<file path="config.mk">
export PLATFORM = sky130hd
export DESIGN_NAME = arc4_encrypt_flat
export DESIGN_NICKNAME = d
export VERILOG_FILES = /design/src/rtl/arc4_if.sv /design/src/rtl/arc4_encrypt.sv /design/src/flat_wrapper.sv
export SDC_FILE = /design/constraint.sdc
export NUM_CORES = 1
export LEC_CHECK = 0
export ABC_AREA = 1
export BUFFER_PORTS_ARGS = -buffer_cell sky130_fd_sc_hd__buf_2
export CAP_MARGIN = 0
export CORE_AREA = 8 8 142 144
export DETAILED_ROUTE_END_ITERATION = 10
export DIE_AREA = 0 0 150 152
export PLACE_DENSITY = 0.67
export SLEW_MARGIN = 30
export SYNTH_ARGS = -nofsm -noshare
export SYNTH_HDL_FRONTEND = slang
export SYNTH_SLANG_ARGS = --single-unit
</file>
<file path="constraint.sdc">
create_clock -name clk -period 6.48 [get_ports clk]
set_clock_uncertainty 0.05 [all_clocks]
set_input_delay 1.296 -clock clk [delete_from_list [all_inputs] [get_ports clk]]
set_output_delay 1.296 -clock clk [all_outputs]
set_load 0.02 [all_outputs]
</file>
<file path="src/rtl/arc4_if.sv">
// Memory and handshake bundle for arc4_encrypt: start/ready, key, and the
// plaintext, ciphertext and S memory ports. master = encryptor side.
interface arc4_if #(
    parameter int KEY_BYTES = 3
);
    logic                   en;
    logic                   rdy;
    logic [8*KEY_BYTES-1:0] key;
    logic [7:0]             pt_addr;
    logic [7:0]             pt_rddata;
    logic [7:0]             ct_addr;
    logic [7:0]             ct_wrdata;
    logic                   ct_wren;
    logic [7:0]             s_addr;
    logic [7:0]             s_rddata;
    logic [7:0]             s_wrdata;
    logic                   s_wren;

    modport master (
        input  en, key, pt_rddata, s_rddata,
        output rdy, pt_addr, ct_addr, ct_wrdata, ct_wren, s_addr, s_wrdata, s_wren
    );

    modport slave (
        output en, key, pt_rddata, s_rddata,
        input  rdy, pt_addr, ct_addr, ct_wrdata, ct_wren, s_addr, s_wrdata, s_wren
    );
endinterface

</file>
<file path="src/rtl/arc4_encrypt.sv">
// ARC4 stream encryptor: length-prefixed pt memory -> length-prefixed ct memory.
// Define ARC4_CYCLE_COUNT_EN to add the busy_cycles run-length counter output.
//
// Handshake: en is accepted at a rising edge only while rdy=1; key is latched
// then; rdy stays 0 until the run finishes (1795 + 9*L cycles).
module arc4_encrypt #(
    parameter int KEY_BYTES = 3
) (
    input  logic       clk,
    input  logic       rst,
    arc4_if.master     bus,
    output logic [4:0] state_dbg
`ifdef ARC4_CYCLE_COUNT_EN
    ,
    output logic [31:0] busy_cycles
`endif
);
    localparam logic [4:0] S_IDLE = 5'd0,  S_INIT = 5'd1,
                           K_RDI  = 5'd2,  K_WI   = 5'd3,  K_RDJ  = 5'd4,
                           K_WJ   = 5'd5,  K_WRI  = 5'd6,  K_WRJ  = 5'd7,
                           P_LEN  = 5'd8,  P_LW   = 5'd9,  P_LWR  = 5'd10,
                           P_RDI  = 5'd11, P_WI   = 5'd12, P_RDJ  = 5'd13,
                           P_WJ   = 5'd14, P_WRI  = 5'd15, P_WRJ  = 5'd16,
                           P_RDK  = 5'd17, P_WK   = 5'd18, P_WRCT = 5'd19;

    logic [4:0]             state;
    logic [7:0]             i, j, si, sj, len;
    logic [8:0]             k;
    logic [8*KEY_BYTES-1:0] key_reg;
    logic [7:0]             kb, i_inc, j_ksa, j_prga, pad_addr;
    int                     kidx;

    assign state_dbg = state;
    assign bus.rdy   = (state == S_IDLE);

    // Key byte 0 is the most significant byte of the key word.
    always_comb begin
        kb   = 8'h00;
        kidx = int'(i) % KEY_BYTES;
        for (int n = 0; n < KEY_BYTES; n++) begin
            if (kidx == n) kb = key_reg[8*(KEY_BYTES-n)-1 -: 8];
        end
    end

    assign i_inc    = i + 8'd1;
    assign j_ksa    = j + bus.s_rddata + kb;
    assign j_prga   = j + bus.s_rddata;
    assign pad_addr = si + sj;

    // Wait states repeat the read address so the registered memory output holds.
    always_comb begin
        bus.pt_addr   = 8'h00;
        bus.ct_addr   = 8'h00;
        bus.ct_wrdata = 8'h00;
        bus.ct_wren   = 1'b0;
        bus.s_addr    = 8'h00;
        bus.s_wrdata  = 8'h00;
        bus.s_wren    = 1'b0;
        case (state)
            S_INIT: begin
                bus.s_addr = i; bus.s_wrdata = i; bus.s_wren = 1'b1;
            end
            K_RDI, K_WI, P_WI: bus.s_addr = i;
            K_RDJ:             bus.s_addr = j_ksa;
            K_WJ, P_WJ:        bus.s_addr = j;
            K_WRI, P_WRI: begin
                bus.s_addr = i; bus.s_wrdata = bus.s_rddata; bus.s_wren = 1'b1;
            end
            K_WRJ, P_WRJ: begin
                bus.s_addr = j; bus.s_wrdata = si; bus.s_wren = 1'b1;
            end
            P_LWR: begin
                bus.ct_wrdata = bus.pt_rddata; bus.ct_wren = 1'b1;
            end
            P_RDI: bus.s_addr = i_inc;
            P_RDJ: bus.s_addr = j_prga;
            P_RDK, P_WK: begin
                bus.s_addr = pad_addr; bus.pt_addr = k[7:0];
            end
            P_WRCT: begin
                bus.ct_addr   = k[7:0];
                bus.ct_wrdata = bus.pt_rddata ^ bus.s_rddata;
                bus.ct_wren   = 1'b1;
            end
            default: ;
        endcase
    end

    always_ff @(posedge clk or posedge rst) begin
        if (rst) begin
            state   <= S_IDLE;
            i       <= 8'h00;
            j       <= 8'h00;
            si      <= 8'h00;
            sj      <= 8'h00;
            len     <= 8'h00;
            k       <= 9'h000;
            key_reg <= '0;
        end else begin
            case (state)
                S_IDLE: if (bus.en) begin
                    key_reg <= bus.key;
                    i       <= 8'h00;
                    j       <= 8'h00;
                    si      <= 8'h00;
                    sj      <= 8'h00;
                    len     <= 8'h00;
                    k       <= 9'h000;
                    state   <= S_INIT;
                end
                S_INIT: begin
                    i <= i_inc;
                    if (i == 8'hFF) state <= K_RDI;
                end
                K_RDI: state <= K_WI;
                K_WI:  state <= K_RDJ;
                K_RDJ: begin
                    si    <= bus.s_rddata;
                    j     <= j_ksa;
                    state <= K_WJ;
                end
                K_WJ:  state <= K_WRI;
                K_WRI: state <= K_WRJ;
                K_WRJ: begin
                    i     <= i_inc;
                    state <= (i == 8'hFF) ? P_LEN : K_RDI;
                end
                P_LEN: state <= P_LW;
                P_LW:  state <= P_LWR;
                P_LWR: begin
                    len   <= bus.pt_rddata;
                    i     <= 8'h00;
                    j     <= 8'h00;
                    k     <= 9'd1;
                    state <= (bus.pt_rddata == 8'h00) ? S_IDLE : P_RDI;
                end
                P_RDI: begin
                    i     <= i_inc;
                    state <= P_WI;
                end
                P_WI:  state <= P_RDJ;
                P_RDJ: begin
                    si    <= bus.s_rddata;
                    j     <= j_prga;
                    state <= P_WJ;
                end
                P_WJ:  state <= P_WRI;
                P_WRI: begin
                    sj    <= bus.s_rddata;
                    state <= P_WRJ;
                end
                P_WRJ: state <= P_RDK;
                P_RDK: state <= P_WK;
                P_WK:  state <= P_WRCT;
                P_WRCT: begin
                    k     <= k + 9'd1;
                    state <= (k >= {1'b0, len}) ? S_IDLE : P_RDI;
                end
                default: state <= S_IDLE;
            endcase
        end
    end

`ifdef ARC4_CYCLE_COUNT_EN
    always_ff @(posedge clk or posedge rst) begin
        if (rst)                              busy_cycles <= 32'h0;
        else if (state == S_IDLE && bus.en)   busy_cycles <= 32'h0;
        else if (state != S_IDLE)             busy_cycles <= busy_cycles + 32'h1;
    end
`endif
endmodule

</file>
<file path="src/flat_wrapper.sv">
// flat-port wrapper written by rule: the top's interface ports become plain ports
module arc4_encrypt_flat 
#(
    parameter int KEY_BYTES = 3
)
  (clk, rst, state_dbg, bus_en, bus_key, bus_pt_rddata, bus_s_rddata, bus_rdy, bus_pt_addr, bus_ct_addr, bus_ct_wrdata, bus_ct_wren, bus_s_addr, bus_s_wrdata, bus_s_wren);
  arc4_if #(.KEY_BYTES(KEY_BYTES)) bus_i ();
  input  logic clk;
  input  logic rst;
  output logic [4:0] state_dbg;
  input wire logic [$bits(bus_i.en)-1:0] bus_en;
  input wire logic [$bits(bus_i.key)-1:0] bus_key;
  input wire logic [$bits(bus_i.pt_rddata)-1:0] bus_pt_rddata;
  input wire logic [$bits(bus_i.s_rddata)-1:0] bus_s_rddata;
  output wire logic [$bits(bus_i.rdy)-1:0] bus_rdy;
  output wire logic [$bits(bus_i.pt_addr)-1:0] bus_pt_addr;
  output wire logic [$bits(bus_i.ct_addr)-1:0] bus_ct_addr;
  output wire logic [$bits(bus_i.ct_wrdata)-1:0] bus_ct_wrdata;
  output wire logic [$bits(bus_i.ct_wren)-1:0] bus_ct_wren;
  output wire logic [$bits(bus_i.s_addr)-1:0] bus_s_addr;
  output wire logic [$bits(bus_i.s_wrdata)-1:0] bus_s_wrdata;
  output wire logic [$bits(bus_i.s_wren)-1:0] bus_s_wren;
  assign bus_i.en = bus_en;
  assign bus_i.key = bus_key;
  assign bus_i.pt_rddata = bus_pt_rddata;
  assign bus_i.s_rddata = bus_s_rddata;
  assign bus_rdy = bus_i.rdy;
  assign bus_pt_addr = bus_i.pt_addr;
  assign bus_ct_addr = bus_i.ct_addr;
  assign bus_ct_wrdata = bus_i.ct_wrdata;
  assign bus_ct_wren = bus_i.ct_wren;
  assign bus_s_addr = bus_i.s_addr;
  assign bus_s_wrdata = bus_i.s_wrdata;
  assign bus_s_wren = bus_i.s_wren;
  arc4_encrypt #(.KEY_BYTES(KEY_BYTES)) u_core (.clk(clk), .rst(rst), .bus(bus_i), .state_dbg(state_dbg));
endmodule
</file>
==> results of run 1 <==
-- cell type report --
class / instances / area [um2] / share of cell area, %
Clock buffer: 12 / 256 / 3.16
Inverter: 148 / 559 / 6.89
Clock inverter: 3 / 20.0 / 0.247
Tap cell: 229 / 287 / 3.53
Multi-Input combinational cell: 621 / 3850 / 47.4
Sequential cell: 78 / 1950 / 24.0
Timing Repair Buffer: 178 / 1200 / 14.7
-- where the power goes --
part           internal [mW]  switching [mW]  total [mW]
Sequential             0.643           0.108       0.752
Combinational           1.06            1.44        2.50
Clock                  0.278           0.205       0.483
Total                   1.98            1.75        3.73
-- final timing paths --
path | slack (ns) | start | endpoint | cells after the start
max in group asynchronous | 4.78 | rst | u_core.i[0]$_DFFE_PP0P_ | 3
worst min-delay path | 0.42 | u_core.key_reg[4]$_DFFE_PP0P_ | u_core.key_reg[4]$_DFFE_PP0P_ | 2
worst min register to register | 0.42 | u_core.key_reg[4]$_DFFE_PP0P_ | u_core.key_reg[4]$_DFFE_PP0P_ | 2
worst max register to register | -0.70 | u_core.i[6]$_DFFE_PP0P_ | u_core.j[6]$_DFFE_PP0P_ | 63
worst max-delay path | -0.88 | u_core.i[6]$_DFFE_PP0P_ | bus_s_addr[7] | 49
min in group asynchronous | 1.10 | rst | u_core.key_reg[0]$_DFFE_PP0P_ | 3
-- layout by cell type (no fill, tap or decap), drive strengths merged, types with 2 or more instances in the layout --
master | Yosys | final
a211oi | 3 | 3
a21oi | 28 | 28
a221oi | 3 | 3
a22o | 2 | 2
a22oi | 8 | 8
a31oi | 7 | 7
and2 | 2 | 2
buf | 6 | 178
clkbuf | 13 | 12
clkinv | 3 | 5
clkinvlp | 0 | 2
dfrtp | 78 | 78
fa | 3 | 3
ha | 36 | 36
inv | 145 | 144
mux2 | 7 | 7
nand2 | 196 | 196
nand3 | 70 | 70
nand3b | 3 | 3
nand4 | 13 | 13
nor2 | 96 | 96
nor3 | 10 | 10
nor4 | 4 | 4
o2111ai | 2 | 2
o211ai | 2 | 2
o21ai | 62 | 62
o21bai | 4 | 4
o221ai | 4 | 4
o22ai | 29 | 29
o31ai | 3 | 3
o32ai | 2 | 2
xnor2 | 2 | 2
xor2 | 13 | 13
-- layer usage --
metal | global-route usage, % | vias to the layer above | share of wire [%]
met1 | 20.2 | 2977 | 44
li1 | - | 3213 | -
met5 | 0 | - | 0
met3 | 2.94 | 27 | 4.4
met2 | 28.4 | 149 | 50
met4 | 6.05 | 0 | 2.4
-- per-stage QoR --
step           hold WS, ns  TNS [ns]
6_report             0.417     -4.76
5_1_grt              0.454     -8.68
4_1_cts              0.421     -4.14
3_5_place_dp         0.407     -2.44
3_3_place_gp         0.397     -1.84
2_1_floorplan        0.385     -1.04
-- cells by family after synthesis --
family,synth area share (%)
buf+inv,10.6
simple gates,29.8
mux,1.28
compound gates,16.3
fa+ha+maj,8.29
xor+xnor,2.13
flops,31.7
-- worst reg2reg max path, delay by kind of cell, from the launching register on --
family | cells | cell delay (ns)
buf+inv | 26 | 2.51
simple gates | 26 | 2.39
fa+ha+maj | 4 | 0.90
compound gates | 5 | 0.44
flops | 1 | 0.38
mux | 1 | 0.30
xor+xnor | 1 | 0.15
-- repair_timing --
| action | CTS | global route |
|---|---|---|
| resized for setup | 49 | 17 |
| setup buffers | 22 | 8 |
| cloned | 1 | 0 |
| setup endpoints to repair | 8 | 9 |
| pin swaps | 29 | 15 |
==> impl_metrics.py, run 1 <==
metrics = {
    "routing": {
        "drc": 0,
        "ant_nets": 0,
        "wl_per_cell_um": 14.8,
        "drt_iter0_drc": 334,
        "vias_per_cell": 5.02,
        "wl_mm": 18.8,
        "drt_first_pass_iters": 5,
        "vias": 6366,
    },
    "placement": {
        "place_area_um2": 7360,
        "dp_cells": 1224,
        "io_buffer_count": 90,
        "place_congestion": 0.875,
        "place_ws_ns": -0.595,
        "dp_hpwl_mm": 14.4,
    },
    "logic_synthesis": {
        "ys.flop_type": "dfrtp_1",
        "synth.most_common_cell": "nand2_1",
        "netlist_area_um2": 6160,
        "async_reset_ff_share_pct": 100,
        "syn-num-nets": 948,
        "yosys_warnings": 0,
        "synth.top_cell.area_share_pct": 31.7,
        "yosys.area.top_type": "dfrtp_1",
        "yosys-top-cells-count": "180 x nand2_1, 140 x inv_1, 89 x nor2_1",
        "avgSynthCellArea_um2": 7.11,
        "synth_cells": 866,
        "synth_seq_cells": 78,
        "ys_types": 51,
        "synth_edf_count": 0,
        "synth_area_leaders": "dfrtp_1 32%, nand2_1 11%, inv_1 8.5%",
        "synth_seq_area_share_pct": 31.7,
    },
    "grt": {
        "grt_pass1_vias": 6323,
        "antenna_found_initial": 0,
        "grt_start_max_net_pins": 79,
        "grt_pass1_wl_mm": 31.0,
        "track_usage_pct": 16.5,
        "grt-ovfl-total": 0,
    },
    "critical_path": {
        "cp_top_family": "simple AND/OR/NAND/NOR gates",
        "critPathMaxStageDelay_ns": 0.38,
        "crit_required_ns": 5.13,
        "startpoint_type": "flop",
        "crit_path_end_kind": "primary output",
        "slowest_stage": "dfrtp_1",
        "cp_num_buf_inv": 10,
        "worst-path-max-fanout": 4,
        "cpMostUsedCell": "nand2_2",
        "cp.arrival_ns": 6.01,
        "crit_type": "flop to primary output",
    },
    "finish": {
        "final_cell_count_no_fill": 1269,
        "drive_gt1_share_pct": 28.4,
        "fin_area_um2": 8120,
        "area_growth_pct": 31.8,
        "fill_cells": 1788,
        "fin_nets": 1118,
        "antenna_cells": 0,
        "largest_register_ffs": 24,
        "final_util_pct": 45.7,
    },
    "sta": {
        "setup_violations": 9,
        "hold_viol": 0,
        "worstMarginPinSlew_ns": 0.742,
        "max_freq_ghz": 0.136,
        "timing.final.max_slew_violations": 0,
        "post-route-worst-setup-slack_ns": -0.875,
        "relSlewSlack_pct": 50.5,
        "min_period_ns": 7.36,
        "post-route-period-util_pct": 114,
        "rsz0062_at_grt": "true",
    },
    "clocking": {
        "clkTransAtPathRegs_ns": 0.06,
        "htree_levels": 3,
        "clkLatencyLatePin_ns": 0.34,
        "cts_sinks": 78,
        "tritoncts": "yes",
        "cts_buffers": 9,
        "cts_hold_buffers": 0,
        "max-clock-path-buffers": 2,
        "cts-root-buf": "clkbuf_16",
    },
    "die": {
        "rows": 49,
        "io_pins": 91,
        "die_w_um": 150,
        "fp.coreArea_um2": 17800,
        "dieArea_um2": 22800,
        "initial_core_util_pct": 34.6,
        "dieHeight_um": 152,
    },
    "job": {
        "maxCapViolations": 0,
    },
    "status": {
        "status": "finished, violations left",
        "violations": "setup timing",
    },
    "worst_hold_path": {
        "min_path_type": "flop to flop",
    },
    "power_and_ir_drop": {
        "p_total_mw": 3.73,
        "ir_worst_vdd_v": 0.000233,
        "p_per_area_nw_per_um2": 460,
        "cellLeakagePower_nw": 4.21,
    },
}
(Power assumes the default switching activity.)
==> run 2: changes to the inputs <==
Settings changed: SKIP_CTS_REPAIR_TIMING set to 1.
==> impl_metrics.py, run 2 (same netlist as run 1, synthesis figures left out) <==
metrics = {
    "grt": {
        "grt_pass1_wl_mm": 29.9,
        "antenna_found_initial": 0,
        "grt_start_max_net_pins": 79,
        "track_usage_pct": 15.9,
        "grt_pass1_vias": 6140,
        "grt-ovfl-total": 0,
    },
    "critical_path": {
        "cp.arrival_ns": 5.94,
        "slowest_stage": "dfrtp_1",
        "worst-path-max-fanout": 7,
        "crit_required_ns": 5.13,
        "cpMostUsedCell": "nand2_2",
        "crit_type": "flop to primary output",
        "crit_path_end_kind": "primary output",
        "startpoint_type": "flop",
        "critPathMaxStageDelay_ns": 0.38,
    },
    "finish": {
        "final_common_cell": "nand2_1",
        "largest_register_ffs": 24,
        "layout_common_cells": "162 x nand2_1, 132 x inv_1, 84 x nor2_1",
        "final_util_pct": 44.8,
        "fin_nets": 1095,
        "antenna_cells": 0,
        "drive_gt1_share_pct": 27.0,
        "area_growth_pct": 29.2,
    },
    "clocking": {
        "cts-root-buf": "clkbuf_16",
        "clkTransAtPathRegs_ns": 0.06,
        "cts_sinks": 78,
        "max-clock-path-buffers": 2,
        "tritoncts": "yes",
        "htree_levels": 3,
        "cts_buffers": 9,
        "clkLatencyLatePin_ns": 0.34,
    },
    "routing": {
        "drc": 0,
        "vias": 6230,
        "wl_met1_mm": 8.08,
        "drt_iter0_drc": 338,
        "dr_wl_met3_um": 740,
        "ant_nets": 0,
        "wl_met2_mm": 9.08,
        "topRoutingLayerUsed": "met4",
        "wl_mm": 18.4,
        "drt_first_pass_iters": 4,
        "wl_per_cell_um": 14.7,
        "vias_per_cell": 5.00,
    },
    "die": {
        "dieArea_um2": 22800,
        "die_w_um": 150,
        "initial_core_util_pct": 34.6,
        "io_pins": 91,
        "rows": 49,
        "fp.coreArea_um2": 17800,
        "dieHeight_um": 152,
    },
    "sta": {
        "relSlewSlack_pct": 50.3,
        "holdWs_ns": 0.417,
        "setup_violations": 8,
        "post-route-worst-setup-slack_ns": -0.808,
        "post-route-period-util_pct": 112,
        "hold_viol": 0,
        "timing.final.max_slew_violations": 0,
        "max_freq_ghz": 0.137,
        "worstMarginPinSlew_ns": 0.746,
        "min_period_ns": 7.29,
        "rsz0062_at_grt": "true",
    },
    "power_and_ir_drop": {
        "p_total_mw": 3.67,
        "cellLeakagePower_nw": 4.10,
        "p_per_area_nw_per_um2": 461,
        "ir_worst_vdd_v": 0.000229,
    },
    "worst_hold_path": {
        "min_path_type": "flop to flop",
    },
    "placement": {
        "io_buffer_count": 90,
        "dp_hpwl_mm": 14.4,
        "place_ws_ns": -0.595,
        "place_congestion": 0.875,
    },
    "job": {
        "maxCapViolations": 0,
    },
    "status": {
        "status": "finished, violations left",
        "violations": "setup timing",
    },
}
## run 2: changes by cell type in the layout (fill, tap and decap cells not counted), sizes merged
cell | before | now
buf | 178 | 155
## run 2: final timing paths
| check | endpoint | cells after the start | from | slack (ns) |
|---|---|---|---|---|
| hold / removal | u_core.key_reg[4]$_DFFE_PP0P_ | 2 | u_core.key_reg[4]$_DFFE_PP0P_ | 0.42 |
| setup reg to reg | u_core.j[6]$_DFFE_PP0P_ | 49 | u_core.i[6]$_DFFE_PP0P_ | 0.74 |
| hold reg to reg | u_core.key_reg[4]$_DFFE_PP0P_ | 2 | u_core.key_reg[4]$_DFFE_PP0P_ | 0.42 |
| max in group asynchronous | u_core.j[6]$_DFFE_PP0P_ | 3 | rst | 4.77 |
| min in group asynchronous | u_core.key_reg[0]$_DFFE_PP0P_ | 3 | rst | 1.10 |
| setup / recovery | bus_s_addr[7] | 49 | u_core.i[6]$_DFFE_PP0P_ | -0.81 |
## run 2: worst max-delay path: cells and delay by family, from the launching register on
family                     cells  cell delay, ns
adders and majority gates      4            0.90
and+or+nand+nor               30            2.87
xor gates and xnor gates       1            0.16
buffers and inverters          9            0.58
DFF                            1            0.38
AOI/OAI and AO/OA              4            0.36
muxes                          1            0.32
## run 2: cell type report
| class | count | area, um2 |
|---|---|---|
| Sequential cell | 78 | 1950 |
| Clock inverter | 3 | 20.0 |
| Timing Repair Buffer | 155 | 985 |
| Clock buffer | 12 | 256 |
| Multi-Input combinational cell | 621 | 3900 |
| Inverter | 148 | 559 |
| Fill cell | 1819 | 9820 |
| Tap cell | 229 | 287 |
## run 2: metal layers
metal / up-vias / GRT usage, %
met1: 2906 / 19.8
met3: 29 / 2.73
met5: - / 0
met4: 0 / 5.81
li1: 3167 / -
met2: 128 / 27.1
## run 2: power by group
| part | switching (mW) | internal, mW | total (mW) | leakage (nW) |
|---|---|---|---|---|
| Clock | 0.203 | 0.278 | 0.481 | 0.131 |
| Combinational | 1.44 | 0.996 | 2.44 | 2.94 |
| Sequential | 0.108 | 0.643 | 0.751 | 1.03 |
| Total | 1.75 | 1.92 | 3.67 | 4.10 |
## run 2: metrics by stage
step	std cells	TNS (ns)	area, um2
after floorplan	866	-1.04	6280
after global placement	1224	-1.84	7360
after detailed placement	1224	-2.44	7360
after CTS	1239	-5.34	7640
after global routing	1246	-7.69	7960
final	1246	-4.29	7960
